### src/rtl/vga_console_pkg.sv
// Shared definitions for the VGA text console sequencer: command and state
// encodings, cell layout, default geometry and the cell constructor.
package vga_console_pkg;

    localparam int unsigned DEF_COLS      = 80;
    localparam int unsigned DEF_ROWS      = 30;
    localparam int unsigned WORDS_PER_ROW = DEF_COLS / 2;
    localparam int unsigned FB_WORDS      = DEF_ROWS * DEF_COLS / 2;

    // Cell layout: {bg[3:0], fg[3:0], char[7:0]}
    localparam int unsigned CELL_CHAR_LSB = 0;
    localparam int unsigned CELL_FG_LSB   = 8;
    localparam int unsigned CELL_BG_LSB   = 12;

    localparam logic [7:0] CHAR_LF = 8'h0A;
    localparam logic [7:0] CHAR_CR = 8'h0D;

    typedef enum logic [2:0] {
        OP_NOP        = 3'd0,
        OP_PUTC       = 3'd1,
        OP_SET_ATTR   = 3'd2,
        OP_SET_CURSOR = 3'd3,
        OP_CLEAR      = 3'd4,
        OP_NEWLINE    = 3'd5,
        OP_RSVD6      = 3'd6,
        OP_RSVD7      = 3'd7
    } op_e;

    typedef enum logic [2:0] {
        IDLE,
        EXEC,
        CLR,
        SCR_RD,
        SCR_WR,
        SCR_FILL
    } state_e;

    // Attribute byte is {bg, fg}; builds one 16-bit cell.
    function automatic logic [15:0] make_cell(input logic [7:0] attr, input logic [7:0] ch);
        logic [15:0] c;
        c = '0;
        c[CELL_CHAR_LSB +: 8] = ch;
        c[CELL_FG_LSB +: 4]   = attr[3:0];
        c[CELL_BG_LSB +: 4]   = attr[7:4];
        return c;
    endfunction

endpackage

### src/rtl/vga_console_if.sv
// Command handshake bundle between the MMIO decoder and the console sequencer.
interface vga_console_if;
    logic        valid;
    logic        ready;
    logic [2:0]  op;
    logic [15:0] data;

    modport master (output valid, output op, output data, input ready);
    modport slave  (input valid, input op, input data, output ready);
endinterface

### src/rtl/vga_console_addr.sv
// Maps a (row, col) cursor position to the frame-buffer word address and
// the byte enables selecting that cell's half of the word.
module vga_console_addr #(
    parameter int unsigned COLS   = 80,
    parameter int unsigned ADDR_W = 11
) (
    input  logic [4:0]        row,
    input  logic [6:0]        col,
    output logic [ADDR_W-1:0] addr,
    output logic [3:0]        we
);
    localparam logic [ADDR_W-1:0] WPR = ADDR_W'(COLS / 2);

    // Two cells per word: even column low half, odd column high half.
    always_comb begin
        addr = ADDR_W'(row) * WPR + ADDR_W'(col[6:1]);
        we   = col[0] ? 4'b1100 : 4'b0011;
    end
endmodule

### src/rtl/vga_console_ctrl.sv
// Text console sequencer owning the CPU-side frame-buffer port: executes
// console commands, tracks the cursor and runs clear/scroll sequences.
module vga_console_ctrl
    import vga_console_pkg::*;
#(
    parameter int unsigned COLS           = DEF_COLS,
    parameter int unsigned ROWS           = DEF_ROWS,
    parameter int unsigned ADDR_W         = 11,
    parameter logic [7:0]  BLANK_CHAR     = 8'h20,
    parameter bit          CLEAR_ON_RESET = 1'b1
) (
    input  logic              clk,
    input  logic              rst,
    vga_console_if.slave      cmd,
    output logic              busy,
    output logic [6:0]        cursor_col,
    output logic [4:0]        cursor_row,
    output logic              fb_en,
    output logic [3:0]        fb_we,
    output logic [ADDR_W-1:0] fb_addr,
    output logic [31:0]       fb_wdata,
    input  logic [31:0]       fb_rdata
);
    localparam logic [6:0]        LAST_COL = 7'(COLS - 1);
    localparam logic [4:0]        LAST_ROW = 5'(ROWS - 1);
    localparam logic [ADDR_W-1:0] WPR_A    = ADDR_W'(COLS / 2);
    localparam logic [ADDR_W-1:0] FB_LAST  = ADDR_W'(ROWS * COLS / 2 - 1);
    localparam logic [ADDR_W-1:0] SCR_LAST = ADDR_W'((ROWS - 1) * COLS / 2 - 1);

    state_e            state;
    op_e               op;
    logic              ready_q;
    logic [7:0]        attr;
    logic              clr_pend;
    logic              scr_pend;
    logic [ADDR_W-1:0] idx;
    logic [ADDR_W-1:0] idx_inc;
    logic [31:0]       wdata_q;
    logic [ADDR_W-1:0] cell_addr;
    logic [3:0]        cell_we;
    logic [4:0]        next_row;
    logic              at_last_row;
    logic [15:0]       put_cell;
    logic [31:0]       blank_word;
    logic              data_unused;

    vga_console_addr #(.COLS(COLS), .ADDR_W(ADDR_W)) u_addr (
        .row  (cursor_row),
        .col  (cursor_col),
        .addr (cell_addr),
        .we   (cell_we)
    );

    assign op          = op_e'(cmd.op);
    assign cmd.ready   = ready_q;
    assign idx_inc     = idx + ADDR_W'(1);
    assign at_last_row = (cursor_row == LAST_ROW);
    assign next_row    = at_last_row ? cursor_row : cursor_row + 5'd1;
    assign put_cell    = make_cell(attr, cmd.data[7:0]);
    assign blank_word  = {2{make_cell(attr, BLANK_CHAR)}};
    assign data_unused = ^cmd.data[15:13];

    // Scroll copy passes read data straight through in SCR_WR so a word moves
    // every two cycles on the single-port frame buffer.
    assign fb_wdata = (state == SCR_WR) ? fb_rdata : wdata_q;

    // Command execution, cursor tracking and clear/scroll sequencing.
    always_ff @(posedge clk) begin
        if (rst) begin
            state      <= CLEAR_ON_RESET ? EXEC : IDLE;
            ready_q    <= !CLEAR_ON_RESET;
            clr_pend   <= CLEAR_ON_RESET;
            scr_pend   <= 1'b0;
            busy       <= 1'b0;
            cursor_col <= '0;
            cursor_row <= '0;
            attr       <= 8'h07;
            fb_en      <= 1'b0;
            fb_we      <= '0;
            fb_addr    <= '0;
            wdata_q    <= '0;
            idx        <= '0;
        end else begin
            fb_en <= 1'b0;
            fb_we <= '0;
            case (state)
                IDLE: begin
                    if (cmd.valid && ready_q) begin
                        ready_q <= 1'b0;
                        state   <= EXEC;
                        case (op)
                            OP_PUTC: begin
                                if (cmd.data[7:0] == CHAR_LF) begin
                                    cursor_col <= '0;
                                    cursor_row <= next_row;
                                    scr_pend   <= at_last_row;
                                end else if (cmd.data[7:0] == CHAR_CR) begin
                                    cursor_col <= '0;
                                end else begin
                                    fb_en   <= 1'b1;
                                    fb_we   <= cell_we;
                                    fb_addr <= cell_addr;
                                    wdata_q <= {2{put_cell}};
                                    if (cursor_col == LAST_COL) begin
                                        cursor_col <= '0;
                                        cursor_row <= next_row;
                                        scr_pend   <= at_last_row;
                                    end else begin
                                        cursor_col <= cursor_col + 7'd1;
                                    end
                                end
                            end
                            OP_SET_ATTR: attr <= cmd.data[7:0];
                            OP_SET_CURSOR: begin
                                cursor_col <= (cmd.data[6:0] > LAST_COL) ? LAST_COL : cmd.data[6:0];
                                cursor_row <= (cmd.data[12:8] > LAST_ROW) ? LAST_ROW : cmd.data[12:8];
                            end
                            OP_CLEAR: clr_pend <= 1'b1;
                            OP_NEWLINE: begin
                                cursor_col <= '0;
                                cursor_row <= next_row;
                                scr_pend   <= at_last_row;
                            end
                            default: ;
                        endcase
                    end
                end
                EXEC: begin
                    clr_pend <= 1'b0;
                    scr_pend <= 1'b0;
                    idx      <= '0;
                    if (clr_pend) begin
                        state   <= CLR;
                        busy    <= 1'b1;
                        fb_en   <= 1'b1;
                        fb_we   <= '1;
                        fb_addr <= '0;
                        wdata_q <= blank_word;
                    end else if (scr_pend) begin
                        state   <= SCR_RD;
                        busy    <= 1'b1;
                        fb_en   <= 1'b1;
                        fb_addr <= WPR_A;
                    end else begin
                        state   <= IDLE;
                        ready_q <= 1'b1;
                    end
                end
                CLR: begin
                    if (idx == FB_LAST) begin
                        state      <= IDLE;
                        busy       <= 1'b0;
                        ready_q    <= 1'b1;
                        cursor_col <= '0;
                        cursor_row <= '0;
                    end else begin
                        idx     <= idx_inc;
                        fb_en   <= 1'b1;
                        fb_we   <= '1;
                        fb_addr <= idx_inc;
                    end
                end
                SCR_RD: begin
                    state   <= SCR_WR;
                    fb_en   <= 1'b1;
                    fb_we   <= '1;
                    fb_addr <= idx;
                end
                SCR_WR: begin
                    idx   <= idx_inc;
                    fb_en <= 1'b1;
                    if (idx == SCR_LAST) begin
                        state   <= SCR_FILL;
                        fb_we   <= '1;
                        fb_addr <= idx_inc;
                        wdata_q <= blank_word;
                    end else begin
                        state   <= SCR_RD;
                        fb_addr <= idx_inc + WPR_A;
                    end
                end
                SCR_FILL: begin
                    if (idx == FB_LAST) begin
                        state   <= IDLE;
                        busy    <= 1'b0;
                        ready_q <= 1'b1;
                    end else begin
                        idx     <= idx_inc;
                        fb_en   <= 1'b1;
                        fb_we   <= '1;
                        fb_addr <= idx_inc;
                    end
                end
                default: begin
                    state   <= IDLE;
                    busy    <= 1'b0;
                    ready_q <= 1'b1;
                end
            endcase
        end
    end
endmodule

### src/flat_wrapper.sv
// flat-port wrapper written by rule: the top's interface ports become plain ports
module vga_console_ctrl_flat import vga_console_pkg::*;
#(
    parameter int unsigned COLS           = DEF_COLS,
    parameter int unsigned ROWS           = DEF_ROWS,
    parameter int unsigned ADDR_W         = 11,
    parameter logic [7:0]  BLANK_CHAR     = 8'h20,
    parameter bit          CLEAR_ON_RESET = 1'b1
)
  (clk, rst, busy, cursor_col, cursor_row, fb_en, fb_we, fb_addr, fb_wdata, fb_rdata, cmd_valid, cmd_op, cmd_data, cmd_ready);
  vga_console_if cmd_i ();
  input  logic clk;
  input  logic rst;
  output logic busy;
  output logic [6:0] cursor_col;
  output logic [4:0] cursor_row;
  output logic fb_en;
  output logic [3:0] fb_we;
  output logic [ADDR_W-1:0] fb_addr;
  output logic [31:0] fb_wdata;
  input  logic [31:0] fb_rdata;
  input wire logic [$bits(cmd_i.valid)-1:0] cmd_valid;
  input wire logic [$bits(cmd_i.op)-1:0] cmd_op;
  input wire logic [$bits(cmd_i.data)-1:0] cmd_data;
  output wire logic [$bits(cmd_i.ready)-1:0] cmd_ready;
  assign cmd_i.valid = cmd_valid;
  assign cmd_i.op = cmd_op;
  assign cmd_i.data = cmd_data;
  assign cmd_ready = cmd_i.ready;
  vga_console_ctrl #(.COLS(COLS), .ROWS(ROWS), .ADDR_W(ADDR_W), .BLANK_CHAR(BLANK_CHAR), .CLEAR_ON_RESET(CLEAR_ON_RESET)) u_core (.clk(clk), .rst(rst), .cmd(cmd_i), .busy(busy), .cursor_col(cursor_col), .cursor_row(cursor_row), .fb_en(fb_en), .fb_we(fb_we), .fb_addr(fb_addr), .fb_wdata(fb_wdata), .fb_rdata(fb_rdata));
endmodule
### config.mk
export PLATFORM = sky130hd
export DESIGN_NAME = vga_console_ctrl_flat
export DESIGN_NICKNAME = d
export VERILOG_FILES = /design/src/rtl/vga_console_pkg.sv /design/src/rtl/vga_console_if.sv /design/src/rtl/vga_console_addr.sv /design/src/rtl/vga_console_ctrl.sv /design/src/flat_wrapper.sv
export SDC_FILE = /design/constraint.sdc
export NUM_CORES = 1
export LEC_CHECK = 0
export CORE_MARGIN = 4
export CORE_UTILIZATION = 29
export DETAILED_ROUTE_END_ITERATION = 12
export PLACE_DENSITY = 0.6
export SLEW_MARGIN = 20
export SYNTH_ARGS = -nofsm -noshare
export SYNTH_HDL_FRONTEND = slang
export SYNTH_SLANG_ARGS = --single-unit
export TNS_END_PERCENT = 30
### constraint.sdc
create_clock -name clk -period 3.1 [get_ports clk]
set_input_delay 0.31 -clock clk [delete_from_list [all_inputs] [get_ports clk]]
set_output_delay 0.31 -clock clk [all_outputs]
set_load 0.03 [all_outputs]
==> PnR_summary.wiki <==
{| class="wikitable"
! Metric !! Value
|-
| Number of warnings printed during yosys synthesis || 0
|-
| DIE HEIGHT || ~140 um
|-
| Crit path largest cell delay || between 0.4 and 0.5 ns
|-
| Top Ports || around 120
|-
| Yosys reg bits || 68
|-
| Max Slew Vio Count || 0
|-
| Total leakage power || about 2.6 nW
|-
| Placeable core region || approximately 16000 um2
|-
| Slew at the pin closest to its max-slew limit || 0.922 ns
|-
| CTS clk-pin slew, worst paths || 0.06 ns
|-
| Drt initial violations || 419
|-
| Overall global routing resource usage || 0.167
|-
| Clock Sink Count || approximately 70
|-
| IO Port Bufs || around 110
|-
| Total inserted antenna cells || 0
|-
| Post-synth top area share || 0.281
|-
| Cell variety after synth || 71
|-
| H-Tree Depth || 3
|-
| Count of maximum capacitance violations || 0
|-
| Sequence of cells on the critical path || ha_1 > nand3_1 > xnor2_1 > ha_1 > nor3_1 > a211oi_1 > xnor2_1 > a221oi_1 > o31ai_1
|-
| Final design utilization || 0.395
|-
| Maximum number of pins on one net before global-route repair || 36
|-
| Tightest Hold Check Type || in2reg
|-
| Worst setup EP type || flop
|-
| Routed vias || between 5000 and 6000
|-
| Cell family with the largest share of critical-path delay || compound AO/OA/AOI/OAI gates
|-
| Final worst setup slack || roughly 0.28 ns
|-
| TritonCTS clock tree || yes
|-
| Data arrival time of the worst path || 3.03 ns
|-
| Crit share post-route || 0.908
|-
| Non-Filler Cell Area, Final || 6510 um2
|-
| Run status || finished clean
|-
| Remaining DRCs || 0
|-
| Share of synthesized registers carrying an async set or reset || 0
|-
| Final RePlAce weighted congestion || ~0.86
|-
| Final setup violation count || 0
|-
| Number of enable flip-flop cells after synthesis || 0
|-
| Kind of critical path || reg2reg
|-
| Cell total after placement || just under 1000
|-
| Setup Slack @ Placement || 0.220 ns
|-
| Post-Synthesis Mean Instance Area || just over 7 um2
|-
| Standard-cell row count || 47
|-
| Netlist Area Pre-Place || between 4000 and 5000 um2
|-
| Final layout net count || 850
|-
| Net Count, Synth || 736
|-
| P per Cell Area || ~500 nW/um2
|-
| Num CTS Buffers || 9
|-
| Final Hold Violating Endpoints || 0
|-
| Proportion of layout cells with a drive suffix above 1 || 0.131
|-
| Sum Neg Setup Slack || 0 ns
|-
| Post-synthesis to final-layout area growth || 34.2%
|-
| Area post-placement || roughly 6200 um2
|-
| Worst supply voltage drop on vdd || about 0.30 mV
|-
| Highest clock rate || 355 MHz
|-
| Effective utilization at floorplan || 0.294
|-
| Overflow after GRT || 0
|-
| Most used DFF post-synth || dfxtp_1
|-
| Number of buffers on the longest clock path || 2
|-
| Cell taking the most area after synthesis || dfxtp_1
|-
| Post-synthesis sequential area ratio || 0.281
|-
| Via count of the first global-routing pass || around 5000
|-
| Number of buffers and inverters on the critical path || 0
|-
| Maximum fanout encountered on the critical timing path || 10
|-
| DR vias/cell || just over 5
|-
| Worst Hold Margin || about 0.44 ns
|-
| Setup repair after global routing missed its margin || false
|-
| Type of element launching the critical path || flop
|-
| First-pass detailed-route iteration total || 5
|-
| Largest clock skew in the final design || 0.00993 ns
|-
| Width of the die || 137 um
|-
| Average detailed-routed wire length per instance || between 15 and 20 um
|-
| Data required time at the worst endpoint || 3.31 ns
|-
| Slowest-stage cell, CP || a221oi_1
|-
| Shortest period the worst path allows || between 2 and 3 ns
|-
| Critical register-to-register path startpoint || u_core.idx[1]
|-
| Clock root buffer || clkbuf_16
|-
| Final HPWL DP || 11700 um
|-
| Rel. slew slack || 0.385
|-
| Antenna Violating Nets Remaining || 0
|-
| Antenna violations before repair || 0
|-
| Global-route wire length before repair || 25300 um
|-
| Total power || 3.33 mW
|-
| Clock latency of the later-clocked register in the worst-skew pair || ~0.35 ns
|-
| Final routed wirelength across all metal layers || about 16000 um
|-
| Cells taking the most area after synthesis || dfxtp_1 28%, nand2_1 11%, a21oi_1 6.7%, nor2_1 5.6%, mux2i_1 3.7%
|-
| Area of the die || between 15000 and 20000 um2
|-
| Worst hold path startpoint || rst
|-
| Final std cells w/o fill || roughly 1000
|-
| Setup crit start || u_core.idx[1]
|-
| Cells after Synth || around 670
|}
-- report_power, final --
| group | switching (mW) | internal, mW |
|---|---|---|
| Combinational | 0.761 | 0.468 |
| Sequential | 0.0597 | 0.949 |
| Clock | 0.436 | 0.652 |
-- logic make-up after synthesis --
kind of cell	share of synthesized area
simple gates	0.282
compound gates	0.245
fa+ha+maj	0.0444
flops	0.281
buf+inv	0.0614
xor+xnor	0.0488
mux	0.0372
-- final cells by class --
type / count / area (um2)
Clock buffer: 10 / 239
Clock inverter: 6 / 71.3
Fill cell: 1746 / 9960
Inverter: 15 / 56.3
Multi-Input combinational cell: 539 / 3190
Sequential cell: 68 / 1360
Tap cell: 220 / 275
Timing Repair Buffer: 147 / 1310
-- flip-flops by register name, summed over array words and instances (netlist names) --
signal / flops
u_core.cmd.ready: 1
u_core.state: 3
u_core.idx: 11
u_core.wdata_q: 16
u_core.cursor_col: 7
u_core.scr_pend: 1
u_core.busy: 1
u_core.clr_pend: 1
u_core.attr: 8
u_core.cursor_row: 5
u_core.fb_we: 2
u_core.fb_addr: 11
u_core.fb_en: 1
-- routing by layer --
metal  up-vias  global-route usage  part of all wire
met5         -                   0                 0
met4         0              0.0604             0.016
met3        19              0.0365             0.052
met2       140               0.260              0.46
met1      2435               0.227              0.47
li1       2579                   -                 -
-- what timing repair did --
| action | in CTS | in global routing |
|---|---|---|
| setup buffers | 0 | 0 |
| gates resized for setup | 0 | 1 |
| endpoints found under the setup margin | 0 | 2 |
| hold buffers | 0 | 0 |
-- worst paths after layout --
| path | endpoint | slack (ns) | depth (start not counted) |
|---|---|---|---|
| min reg2reg | u_core.wdata_q[19] | 0.45 | 2 |
| max | u_core.fb_addr[9] | 0.28 | 9 |
| max reg2reg | u_core.fb_addr[9] | 0.28 | 9 |
| min | u_core.state[2] | 0.44 | 2 |
-- layout by cell type (no fill, tap or decap), drive strengths merged, types with 14 or more instances in the layout --
cell type	instances
nand3	23
o21ai	34
buf	68
ha	14
nor2	74
dfxtp	68
xnor2	20
a21oi	66
mux2i	18
clkdlybuf4s50	79
inv	17
nand2	142
-- cell usage after synthesis, drive strengths merged (2+ instances only) --
master and instances:
nor2b 5, buf 24, or3 2, o32ai 3
nor4 5, fa 2, clkbuf 19, nor3 12
nand2 142, o211ai 7, and2 3, dfxtp 68
mux2i 18, inv 15, o41ai 2, a211oi 10
nand3 23, a22oi 13, ha 14, o31ai 2
and4bb 2, xnor2 20, o21ai 34, a2111oi 3
o22ai 10, nor4b 2, a31oi 3, nor3b 3
nand3b 4, nor2 74, xor2 7, nand4 5
a311oi 4, and3 10, a21o 7, a21oi 66
a221oi 4, nand2b 3
No activity file was read; power rests on OpenSTA's default activity.
